--- src/rtl/riscv_pkg.sv ---
// Shared RV32I load/store encodings and LSU state type, plus store-side
// lane helpers used by the data-memory load/store unit.
package riscv_pkg;

   localparam logic [2:0] LB  = 3'b000;
   localparam logic [2:0] LH  = 3'b001;
   localparam logic [2:0] LW  = 3'b010;
   localparam logic [2:0] LBU = 3'b100;
   localparam logic [2:0] LHU = 3'b101;
   localparam logic [2:0] SB  = 3'b000;
   localparam logic [2:0] SH  = 3'b001;
   localparam logic [2:0] SW  = 3'b010;

   typedef enum logic {
      IDLE    = 1'b0,
      RD_WAIT = 1'b1
   } lsu_state_t;

   function automatic logic [3:0] store_be(input logic [2:0] f3, input logic [1:0] off);
      logic [3:0] be;
      case (f3)
         SB:      be = 4'b0001 << off;
         SH:      be = off[1] ? 4'b1100 : 4'b0011;
         SW:      be = 4'b1111;
         default: be = 4'b0000;
      endcase
      return be;
   endfunction

   // Narrow stores replicate their low byte/half so any selected lane sees it.
   function automatic logic [31:0] store_data(input logic [2:0] f3, input logic [31:0] w);
      logic [31:0] d;
      case (f3)
         SB:      d = {4{w[7:0]}};
         SH:      d = {2{w[15:0]}};
         default: d = w;
      endcase
      return d;
   endfunction

endpackage

--- src/rtl/dmem_lsu_if.sv ---
// Core-request / SRAM bundle for the load/store unit; the LSU takes the
// slave view, the environment (core + SRAM model) takes the master view.
interface dmem_lsu_if #(parameter int WORD_AW = 8);

   logic               req_valid;
   logic               req_we;
   logic [2:0]         funct3;
   logic [31:0]        addr;
   logic [31:0]        wdata;
   logic               stall;
   logic [31:0]        rdata;
   logic               rvalid;
   logic               fault;
   logic               mem_en;
   logic               mem_we;
   logic [3:0]         mem_be;
   logic [WORD_AW-1:0] mem_addr;
   logic [31:0]        mem_wdata;
   logic [31:0]        mem_rdata;
   logic [31:0]        load_cnt;
   logic [31:0]        store_cnt;

   modport slave (
      input  req_valid, req_we, funct3, addr, wdata, mem_rdata,
      output stall, rdata, rvalid, fault,
      output mem_en, mem_we, mem_be, mem_addr, mem_wdata,
      output load_cnt, store_cnt
   );

   modport master (
      output req_valid, req_we, funct3, addr, wdata, mem_rdata,
      input  stall, rdata, rvalid, fault,
      input  mem_en, mem_we, mem_be, mem_addr, mem_wdata,
      input  load_cnt, store_cnt
   );

endinterface

--- src/rtl/dmem_lsu_load_extend.sv ---
// Combinational lane select and sign/zero extension of SRAM read data
// according to the latched load funct3 and byte offset.
module load_extend
   import riscv_pkg::*;
(
   input  logic [2:0]  funct3,
   input  logic [1:0]  offset,
   input  logic [31:0] raw,
   output logic [31:0] data
);

   logic [7:0]  byte_s;
   logic [15:0] half_s;

   // Pick the addressed byte and half-word lanes.
   always_comb begin
      case (offset)
         2'd0:    byte_s = raw[7:0];
         2'd1:    byte_s = raw[15:8];
         2'd2:    byte_s = raw[23:16];
         2'd3:    byte_s = raw[31:24];
         default: byte_s = 8'h00;
      endcase
      if (offset[1]) begin
         half_s = raw[31:16];
      end else begin
         half_s = raw[15:0];
      end
   end

   // Extend the selected lane to a full register value.
   always_comb begin
      case (funct3)
         LB:      data = {{24{byte_s[7]}}, byte_s};
         LBU:     data = {24'h000000, byte_s};
         LH:      data = {{16{half_s[15]}}, half_s};
         LHU:     data = {16'h0000, half_s};
         LW:      data = raw;
         default: data = 32'h00000000;
      endcase
   end

endmodule

--- src/rtl/dmem_lsu.sv ---
// Data-memory load/store unit: stores complete in one cycle, loads take one
// stall cycle plus a read-wait cycle against a synchronous external SRAM.
module dmem_lsu
   import riscv_pkg::*;
#(
   parameter int WORD_AW = 8
)(
   input  logic       clk,
   input  logic       reset,
   dmem_lsu_if.slave  bus
);

   lsu_state_t  state_r, state_s;
   logic [2:0]  f3_r;
   logic [1:0]  off_r;
   logic [31:0] load_cnt_r, store_cnt_r;

   logic        f3_bad_s, misalign_s, range_bad_s, reject_s;
   logic        stall_s, rvalid_s, fault_s, en_s, we_s;
   logic        latch_s, ld_inc_s, st_inc_s;
   logic [3:0]  be_s;
   logic [31:0] rdata_s, ext_s;

   load_extend u_load_extend (
      .funct3 (f3_r),
      .offset (off_r),
      .raw    (bus.mem_rdata),
      .data   (ext_s)
   );

   // Request legality: funct3 vs. direction, alignment, address range.
   always_comb begin
      if (bus.req_we) begin
         case (bus.funct3)
            SB, SH, SW: f3_bad_s = 1'b0;
            default:    f3_bad_s = 1'b1;
         endcase
      end else begin
         case (bus.funct3)
            LB, LH, LW, LBU, LHU: f3_bad_s = 1'b0;
            default:              f3_bad_s = 1'b1;
         endcase
      end
      misalign_s  = ((bus.funct3[1:0] == 2'b01) && bus.addr[0]) ||
                    ((bus.funct3[1:0] == 2'b10) && (bus.addr[1:0] != 2'b00));
      range_bad_s = |bus.addr[31:WORD_AW+2];
      reject_s    = f3_bad_s | misalign_s | range_bad_s;
   end

   // Next state and strobes; reset forces every strobe low.
   always_comb begin
      state_s  = state_r;
      stall_s  = 1'b0;
      rvalid_s = 1'b0;
      fault_s  = 1'b0;
      en_s     = 1'b0;
      we_s     = 1'b0;
      be_s     = 4'h0;
      rdata_s  = 32'h00000000;
      latch_s  = 1'b0;
      ld_inc_s = 1'b0;
      st_inc_s = 1'b0;
      if (!reset) begin
         state_s = IDLE;
      end else begin
         case (state_r)
            IDLE: begin
               if (!bus.req_valid) begin
                  state_s = IDLE;
               end else if (reject_s) begin
                  fault_s = 1'b1;
               end else if (bus.req_we) begin
                  en_s     = 1'b1;
                  we_s     = 1'b1;
                  be_s     = store_be(bus.funct3, bus.addr[1:0]);
                  st_inc_s = 1'b1;
               end else begin
                  en_s    = 1'b1;
                  be_s    = 4'hF;
                  stall_s = 1'b1;
                  latch_s = 1'b1;
                  state_s = RD_WAIT;
               end
            end
            RD_WAIT: begin
               rvalid_s = 1'b1;
               rdata_s  = ext_s;
               ld_inc_s = 1'b1;
               state_s  = IDLE;
            end
            default: state_s = IDLE;
         endcase
      end
   end

   // State, latched load attributes and completion counters.
   always_ff @(posedge clk) begin
      if (!reset) begin
         state_r     <= IDLE;
         f3_r        <= 3'b000;
         off_r       <= 2'b00;
         load_cnt_r  <= 32'h00000000;
         store_cnt_r <= 32'h00000000;
      end else begin
         state_r <= state_s;
         if (latch_s) begin
            f3_r  <= bus.funct3;
            off_r <= bus.addr[1:0];
         end
         if (ld_inc_s) begin
            load_cnt_r <= load_cnt_r + 32'd1;
         end
         if (st_inc_s) begin
            store_cnt_r <= store_cnt_r + 32'd1;
         end
      end
   end

   assign bus.stall     = stall_s;
   assign bus.rvalid    = rvalid_s;
   assign bus.rdata     = rdata_s;
   assign bus.fault     = fault_s;
   assign bus.mem_en    = en_s;
   assign bus.mem_we    = we_s;
   assign bus.mem_be    = be_s;
   assign bus.mem_addr  = bus.addr[WORD_AW+1:2];
   assign bus.mem_wdata = store_data(bus.funct3, bus.wdata);
   assign bus.load_cnt  = load_cnt_r;
   assign bus.store_cnt = store_cnt_r;

endmodule
--- src/flat_wrapper.sv ---
// flat-port wrapper written by rule: the top's interface ports become plain ports
module dmem_lsu_flat import riscv_pkg::*;
#(
   parameter int WORD_AW = 8
)
  (clk, reset, bus_req_valid, bus_req_we, bus_funct3, bus_addr, bus_wdata, bus_mem_rdata, bus_stall, bus_rdata, bus_rvalid, bus_fault, bus_mem_en, bus_mem_we, bus_mem_be, bus_mem_addr, bus_mem_wdata, bus_load_cnt, bus_store_cnt);
  dmem_lsu_if #(.WORD_AW(WORD_AW)) bus_i ();
  input  logic clk;
  input  logic reset;
  input wire logic [$bits(bus_i.req_valid)-1:0] bus_req_valid;
  input wire logic [$bits(bus_i.req_we)-1:0] bus_req_we;
  input wire logic [$bits(bus_i.funct3)-1:0] bus_funct3;
  input wire logic [$bits(bus_i.addr)-1:0] bus_addr;
  input wire logic [$bits(bus_i.wdata)-1:0] bus_wdata;
  input wire logic [$bits(bus_i.mem_rdata)-1:0] bus_mem_rdata;
  output wire logic [$bits(bus_i.stall)-1:0] bus_stall;
  output wire logic [$bits(bus_i.rdata)-1:0] bus_rdata;
  output wire logic [$bits(bus_i.rvalid)-1:0] bus_rvalid;
  output wire logic [$bits(bus_i.fault)-1:0] bus_fault;
  output wire logic [$bits(bus_i.mem_en)-1:0] bus_mem_en;
  output wire logic [$bits(bus_i.mem_we)-1:0] bus_mem_we;
  output wire logic [$bits(bus_i.mem_be)-1:0] bus_mem_be;
  output wire logic [$bits(bus_i.mem_addr)-1:0] bus_mem_addr;
  output wire logic [$bits(bus_i.mem_wdata)-1:0] bus_mem_wdata;
  output wire logic [$bits(bus_i.load_cnt)-1:0] bus_load_cnt;
  output wire logic [$bits(bus_i.store_cnt)-1:0] bus_store_cnt;
  assign bus_i.req_valid = bus_req_valid;
  assign bus_i.req_we = bus_req_we;
  assign bus_i.funct3 = bus_funct3;
  assign bus_i.addr = bus_addr;
  assign bus_i.wdata = bus_wdata;
  assign bus_i.mem_rdata = bus_mem_rdata;
  assign bus_stall = bus_i.stall;
  assign bus_rdata = bus_i.rdata;
  assign bus_rvalid = bus_i.rvalid;
  assign bus_fault = bus_i.fault;
  assign bus_mem_en = bus_i.mem_en;
  assign bus_mem_we = bus_i.mem_we;
  assign bus_mem_be = bus_i.mem_be;
  assign bus_mem_addr = bus_i.mem_addr;
  assign bus_mem_wdata = bus_i.mem_wdata;
  assign bus_load_cnt = bus_i.load_cnt;
  assign bus_store_cnt = bus_i.store_cnt;
  dmem_lsu #(.WORD_AW(WORD_AW)) u_core (.clk(clk), .reset(reset), .bus(bus_i));
endmodule
--- config.mk ---
export PLATFORM = sky130hd
export DESIGN_NAME = dmem_lsu_flat
export DESIGN_NICKNAME = d
export VERILOG_FILES = /design/src/rtl/riscv_pkg.sv /design/src/rtl/dmem_lsu_if.sv /design/src/rtl/dmem_lsu_load_extend.sv /design/src/rtl/dmem_lsu.sv /design/src/flat_wrapper.sv
export SDC_FILE = /design/constraint.sdc
export NUM_CORES = 1
export LEC_CHECK = 0
export BUFFER_PORTS_ARGS = -buffer_cell sky130_fd_sc_hd__buf_2
export CAP_MARGIN = 0
export CORE_ASPECT_RATIO = 1.75
export CORE_UTILIZATION = 49
export DETAILED_ROUTE_END_ITERATION = 7
export PLACE_DENSITY = 0.92
export REMOVE_ABC_BUFFERS = 1
export SYNTH_ARGS = -nofsm -noshare
export SYNTH_HDL_FRONTEND = slang
export SYNTH_SLANG_ARGS = --single-unit
--- constraint.sdc ---
create_clock -name clk -period 6.6 [get_ports clk]
set_clock_uncertainty 0.15 [all_clocks]
set_input_delay 1.65 -clock clk [delete_from_list [all_inputs] [get_ports clk]]
set_output_delay 1.65 -clock clk [all_outputs]
set_load 0.02 [all_outputs]
## Word-level counts from Yosys, hierarchy flattened

Cells that the tools add are included.

| word-level totals | value |
|---|---|
| word-level logic and storage cells | 71 |
| register bits after elaboration | 70 |

| operators by class | value |
|---|---|
| shift-type cells | 1 |
| muxes and demuxes | 37 |
| add/sub/neg operators | 2 |
| reductions and logical operators | 10 |
| bitwise logic cells | 3 |
| eq/ne operators | 13 |

Operators with widths:

| cell | number |
|---|---|
| $pmux W32 S5 | 1 |
| $add A32 B1 Y32 const B | 2 |
| $mux W32 | 2 |
| $pmux W32 S2 | 1 |
| $pmux W8 S4 | 1 |
| $mux W4 | 6 |
| $mux W1 | 23 |
| $reduce_or A22 Y1 | 1 |
| $mux W16 | 1 |
| $eq A3 B3 Y1 const B | 4 |
| $pmux W4 S3 | 1 |
| $eq A2 B2 Y1 const B | 3 |
| $eq A3 B1 Y1 const B | 2 |
| $eq A3 B2 Y1 const B | 2 |
| $logic_not A3 Y1 | 2 |
| $reduce_or A5 Y1 | 1 |
| $eq A2 B1 Y1 const B | 2 |
| $shl A1 B2 Y4 const A | 1 |
| $reduce_or A3 Y1 | 1 |
| $logic_and A1 B1 Y1 | 2 |
| $logic_not A2 Y1 | 1 |
| $or A1 B1 Y1 | 2 |
| $pmux W1 S2 | 1 |
| $reduce_bool A2 Y1 | 1 |
| other kinds (2) | 2 |

## Depth between registers and ports, before layout

| logic depth | value |
|---|---|
| word-level depth | 10 |
| depth in mapped cells | 8 |

## By module

From an unflattened synthesis, not the netlist that was laid out.

| unflattened totals | value |
|---|---|
| cell total of the unflattened synthesis | 654 |
| area, all modules | 5277.6 um2 |

Modules (own cells, without submodules):

| module | cells each | instances | area an instance (um2) |
|---|---|---|---|
| dmem_lsu | 526 | 1 | 4211.5 |
| load_extend | 128 | 1 | 1066.0 |

## Least setup slack after synthesis

OpenSTA, ideal clock, no wires.

| path | value |
|---|---|
| path kind | input to output |
| start | input bus_req_we |
| end | output bus_mem_be[2] |
| arrival time | 3492 ps |
| path buffers | 3 |
| stages on the path | 7 |
| required time | 4800 ps |
| setup slack | 1308 ps |
| cells stage by stage | buf_6 > a211oi_2 > nand4_2 > or4_4 > clkbuf_1 > clkbuf_1 > a21oi_1 |

| between the ends | value |
|---|---|
| cells in the longest elaborated chain, start to end | 7 |
| elaborated cells on any way between the ends | 8 |
| those cells by class | mux: 6; bitwise: 2 |

RTL lines:

| item | RTL line | source |
|---|---|---|
| start, declared | flat_wrapper.sv:11 | `input wire logic [$bits(bus_i.req_we)-1:0] bus_req_we;` |
| $mux W1 | dmem_lsu.sv:33 | `if (bus.req_we) begin` |
| $or A1 B1 Y1 (2 in series) | dmem_lsu.sv:47 | `reject_s = f3_bad_s \| misalign_s \| range_bad_s;` |
| $mux W4 * | dmem_lsu.sv:70 | `end else if (reject_s) begin` |
| $mux W4 * | dmem_lsu.sv:68 | `if (!bus.req_valid) begin` |
| $mux W4 * | dmem_lsu.sv:66 | `case (state_r)` |
| $mux W4 * | dmem_lsu.sv:63 | `if (!reset) begin` |
| end, declared | flat_wrapper.sv:22 | `output wire logic [$bits(bus_i.mem_be)-1:0] bus_mem_be;` |

Every way passes the cells marked *; elsewhere a longest branch is shown, timed or not.

## Worst setup path in the final report

| path | value |
|---|---|
| start | input bus_addr[15] |
| end | output bus_mem_en |

| between the ends | value |
|---|---|
| cells in the longest elaborated chain, start to end | 6 |

RTL lines:

| item | RTL line | source |
|---|---|---|
| start, declared | flat_wrapper.sv:13 | `input wire logic [$bits(bus_i.addr)-1:0] bus_addr;` |
| $reduce_or A22 Y1 | dmem_lsu.sv:46 | `range_bad_s = \|bus.addr[31:WORD_AW+2];` |
| $or A1 B1 Y1 | dmem_lsu.sv:47 |  |
| $mux W1 | dmem_lsu.sv:70 |  |
| $mux W1 | dmem_lsu.sv:68 |  |
| $mux W1 | dmem_lsu.sv:66 |  |
| $mux W1 | dmem_lsu.sv:63 |  |
| end, declared | flat_wrapper.sv:20 | `output wire logic [$bits(bus_i.mem_en)-1:0] bus_mem_en;` |

Every way passes these cells.

==> summary.md <==
| Metric | Value |
|---|---|
| Setup-violating endpoint count in the final report | `0` |
| Placement Setup Slack | `1.220 ns` |
| Endpoint of the worst hold path | `u_core.bus.load_cnt[31]` |
| Final critical delay including setup and external delays | `5.386 ns` |
| Delay of the slowest critical-path stage | `0.77 ns` |
| Buffers inserted by post-CTS timing repair | `0` |
| Core region area | `8979 µm²` |
| Maximum buffer depth of the clock tree | `2` |
| Post-route DRC | `0` |
| Area occupied by multi-input gates | `2816 µm²` |
| WHS Path Cells | `2` |
| First-pass GRT wire length | `22.38 mm` |
| Antenna fix cells | `0` |
| Number of global-route vias before repair | `about 5k` |
| Congestion Overflow GR | `0` |
| Hold violation count in the final report | `0` |
| RSZ-0062 raised after global routing | `no` |
| Slowest cell on the critical path | `sky130_fd_sc_hd__or4_4` |
| Synthesized flop and latch total | `70` |
| Number of top-level pins | `248` |
| Commonest non-fill, non-tap cells in the layout | `sky130_fd_sc_hd__buf_2, sky130_fd_sc_hd__a21oi_1, sky130_fd_sc_hd__dfxtp_1` |
| Largest vdd supply drop | `0.1660 mV` |
| Startpoint-to-endpoint class of the critical path | `primary input to primary output` |
| Status | `completed` |
| Number of nets in the final layout | `905` |
| Reg clk slew, reported paths | `0.06 ns` |
| Register Area | `1401 µm²` |
| Final Worst Setup Slack | `1.214 ns` |
| Capturing element type of the critical path | `primary output` |
| Worst skew pair latency | `0.33 ns` |
| Cell class contributing the biggest share of worst-path delay | `simple AND/OR/NAND/NOR gates` |
| Final Wtd Congestion | `0.9402` |
| CTS tree | `yes` |
| Die Width | `74.56 µm` |
| Share of the clock period used by the worst path after layout | `slightly above 80%` |
| Timing-limited maximum frequency | `185.7 MHz` |
| Overall routed net length | `14.60 mm` |
| Layout cell share with drive strength beyond 1 | `34.66%` |
| Critical path data required time | `about 4.8 ns` |
| Endpoint of the worst register-to-register path | `u_core.bus.store_cnt[30]` |
| Maximum number of pins on one net before global-route repair | `42` |
| Number of sinks driven by the clock tree | `70` |
| Fillcell total | `778` |
| Number of flops mapped to enable cells by yosys | `0` |
| Worst flop-to-flop path startpoint | `u_core.bus.store_cnt[4]` |
| Total negative slack for setup checks | `0 ns` |
| Synthesis-to-layout area growth | `30.82%` |
| Source of the worst hold timing path | `u_core.bus.load_cnt[31]` |
| R2r worst-path depth | `5` |
| Synth Area per Inst | `~7.5 µm²` |
| Gate Count Post-Synth | `599` |
| Number of buffers inserted by hold repair at cts | `0` |
| Fraction of synthesis flops using an asynchronous set or reset pin | `0%` |
| Sum of buffers and inverters on the critical path | `3` |
| Floorplan row count | `46` |
| Number of input and output port buffers inserted | `231` |
| Initial DRC count | `roughly 240` |
| Tightest hold margin | `0.3287 ns` |
| Reg-to-reg slack, setup | `3.59 ns` |
| Final slew viol count | `0` |
| Height of the die | `129.0 µm` |
| Count of distinct cell types in the synthesized netlist | `around 50` |
| Commonest register cell after synthesis | `sky130_fd_sc_hd__dfxtp_1` |
| Number of antenna violations at the first check in global routing | `1` |
| CP max FO | `41` |
| Endpoint arrival time on the critical path | `3.59 ns` |
| Final cell utilization of the core | `65.77%` |
| Sequence of cells on the critical path | `buf_2, nor4_1, nand4_2, or4_4, inv_1, buf_2` |
| Average detailed-routed wire length per instance | `15.78 µm` |
| Slew at the pin with the worst max-slew slack | `about 0.93 ns` |
| Via density | `5.840` |
| Synth warn | `0` |
| Seq/Total Area, Yosys | `31.04%` |
| Library cell used as clock root buffer | `sky130_fd_sc_hd__clkbuf_16` |
| Headroom to the max-slew limit | `37.51%` |
| Most frequent standard cell in the layout excluding fill and tap cells | `sky130_fd_sc_hd__buf_2` |
| Max cap viols | `0` |
| H-tree lvl count | `3` |
| Crit path top cell by count | `sky130_fd_sc_hd__buf_2` |
| Die Outline Area | `about 9600 µm²` |
| Pwr Total | `0.001018 W` |
| Power density relative to cell area | `172.4 nW/µm²` |
| Starting density of the core | `50.28%` |
| Antenna Violating Nets Remaining | `0` |
| Type of origin of the critical path | `primary input` |
| Number of buffers inserted during clock tree synthesis | `9` |
| Leakage power of the design | `2.596 nW` |
| Tightest Hold Check Type | `flip-flop to flip-flop` |
| Via count | `approximately 5.4k` |
| HPWL Detailed | `10.97 mm` |
| CTS-repair resized insts | `0` |
| Combined global-route utilization of all metal layers | `29.93%` |
| Summed instance area of the synthesized netlist | `4514 µm²` |
| Count of TritonRoute iterations in the first routing pass | `5` |
-- tightest hold or removal path: cells and delay by family, from the launching register on --
family,cells,cell delay (ns)
AOI/OAI and AO/OA,2,0.11
DFF,1,0.32
-- cells in the mapped netlist (all sizes together), types with 3 or more instances --
master	number	area share [%]
or3	21	2.9
nor3	8	0.89
mux2	17	4.2
nor2	65	5.5
dfxtp	70	31
o21ai	32	3.5
nor4	12	1.9
clkbuf	26	2.2
nor2b	3	0.42
or4	11	1.9
nand3	21	2.3
or2	3	0.42
a21oi	80	8.9
nand2	63	5.2
nand4	25	3.6
and4	5	0.97
o31ai	8	1.3
xnor2	8	1.6
mux2i	26	5.8
inv	12	1.0
nand2b	6	0.83
xor2	19	3.7
buf	21	3.4
and3	7	0.97
a22oi	7	1.2
-- worst max path at each step --
| stage | startpoint | endpoint | slack (ns) | cells past startpoint |
|---|---|---|---|---|
| finish | bus_addr[15] | bus_mem_en | 1.21 | 6 |
| global route | bus_addr[15] | bus_mem_en | 1.11 | 6 |
| CTS | bus_addr[15] | bus_mem_en | 1.22 | 6 |
| detailed placement | bus_addr[15] | bus_mem_en | 1.22 | 6 |
| global placement | bus_addr[15] | bus_mem_en | 1.29 | 6 |
| floorplan | bus_addr[23] | bus_mem_be[2] | 1.54 | 4 |
-- routing by layer --
metal	GRT usage (%)	part of all wire (%)	vias to the layer above
li1	-	-	2563
met1	32.33	38	2477
met2	53.47	50	308
met3	4.777	6.7	54
met4	16.76	4.8	0
met5	0	0	-
-- state kept, by name (all words and copies together), names as in the netlist --
register	count
u_core.f3_r	3
u_core.off_r	2
u_core.state_r	1
u_core.bus.store_cnt	32
u_core.bus.load_cnt	32
-- per-stage QoR --
stage,std cells,area [µm²]
after floorplan,552,4263
after global placement,909,5614
after detailed placement,909,5614
after CTS,925,5906
after global routing,925,5906
final,925,5906
-- logic make-up after synthesis --
logic type / synth area share (%)
AOI/OAI and AO/OA: 17.46
muxes: 10.01
and+or+nand+nor: 29.13
buffers and inverters: 6.569
xor gates and xnor gates: 5.238
adders and majority gates: 0.5542
DFF: 31.04
-- cell type report --
cell class                      count  area share [%]
Multi-Input combinational cell    470           47.69
Sequential cell                    70           23.73
Timing Repair Buffer              237           20.34
Clock buffer                       11           3.941
Tap cell                          120           2.542
Clock inverter                      5          0.9958
Inverter                           12          0.7627
-- where the power goes --
group / total [W] / switching, W / internal [W] / leakage (nW)
combinational: 0.000120 / 0.0000721 / 0.0000478 / 1.90
clock: 0.000476 / 0.000183 / 0.000293 / 0.136
sequential: 0.000423 / 0.00000000000190 / 0.000423 / 0.563
total: 0.00102 / 0.000255 / 0.000764 / 2.60
(Power assumes the default switching activity.)
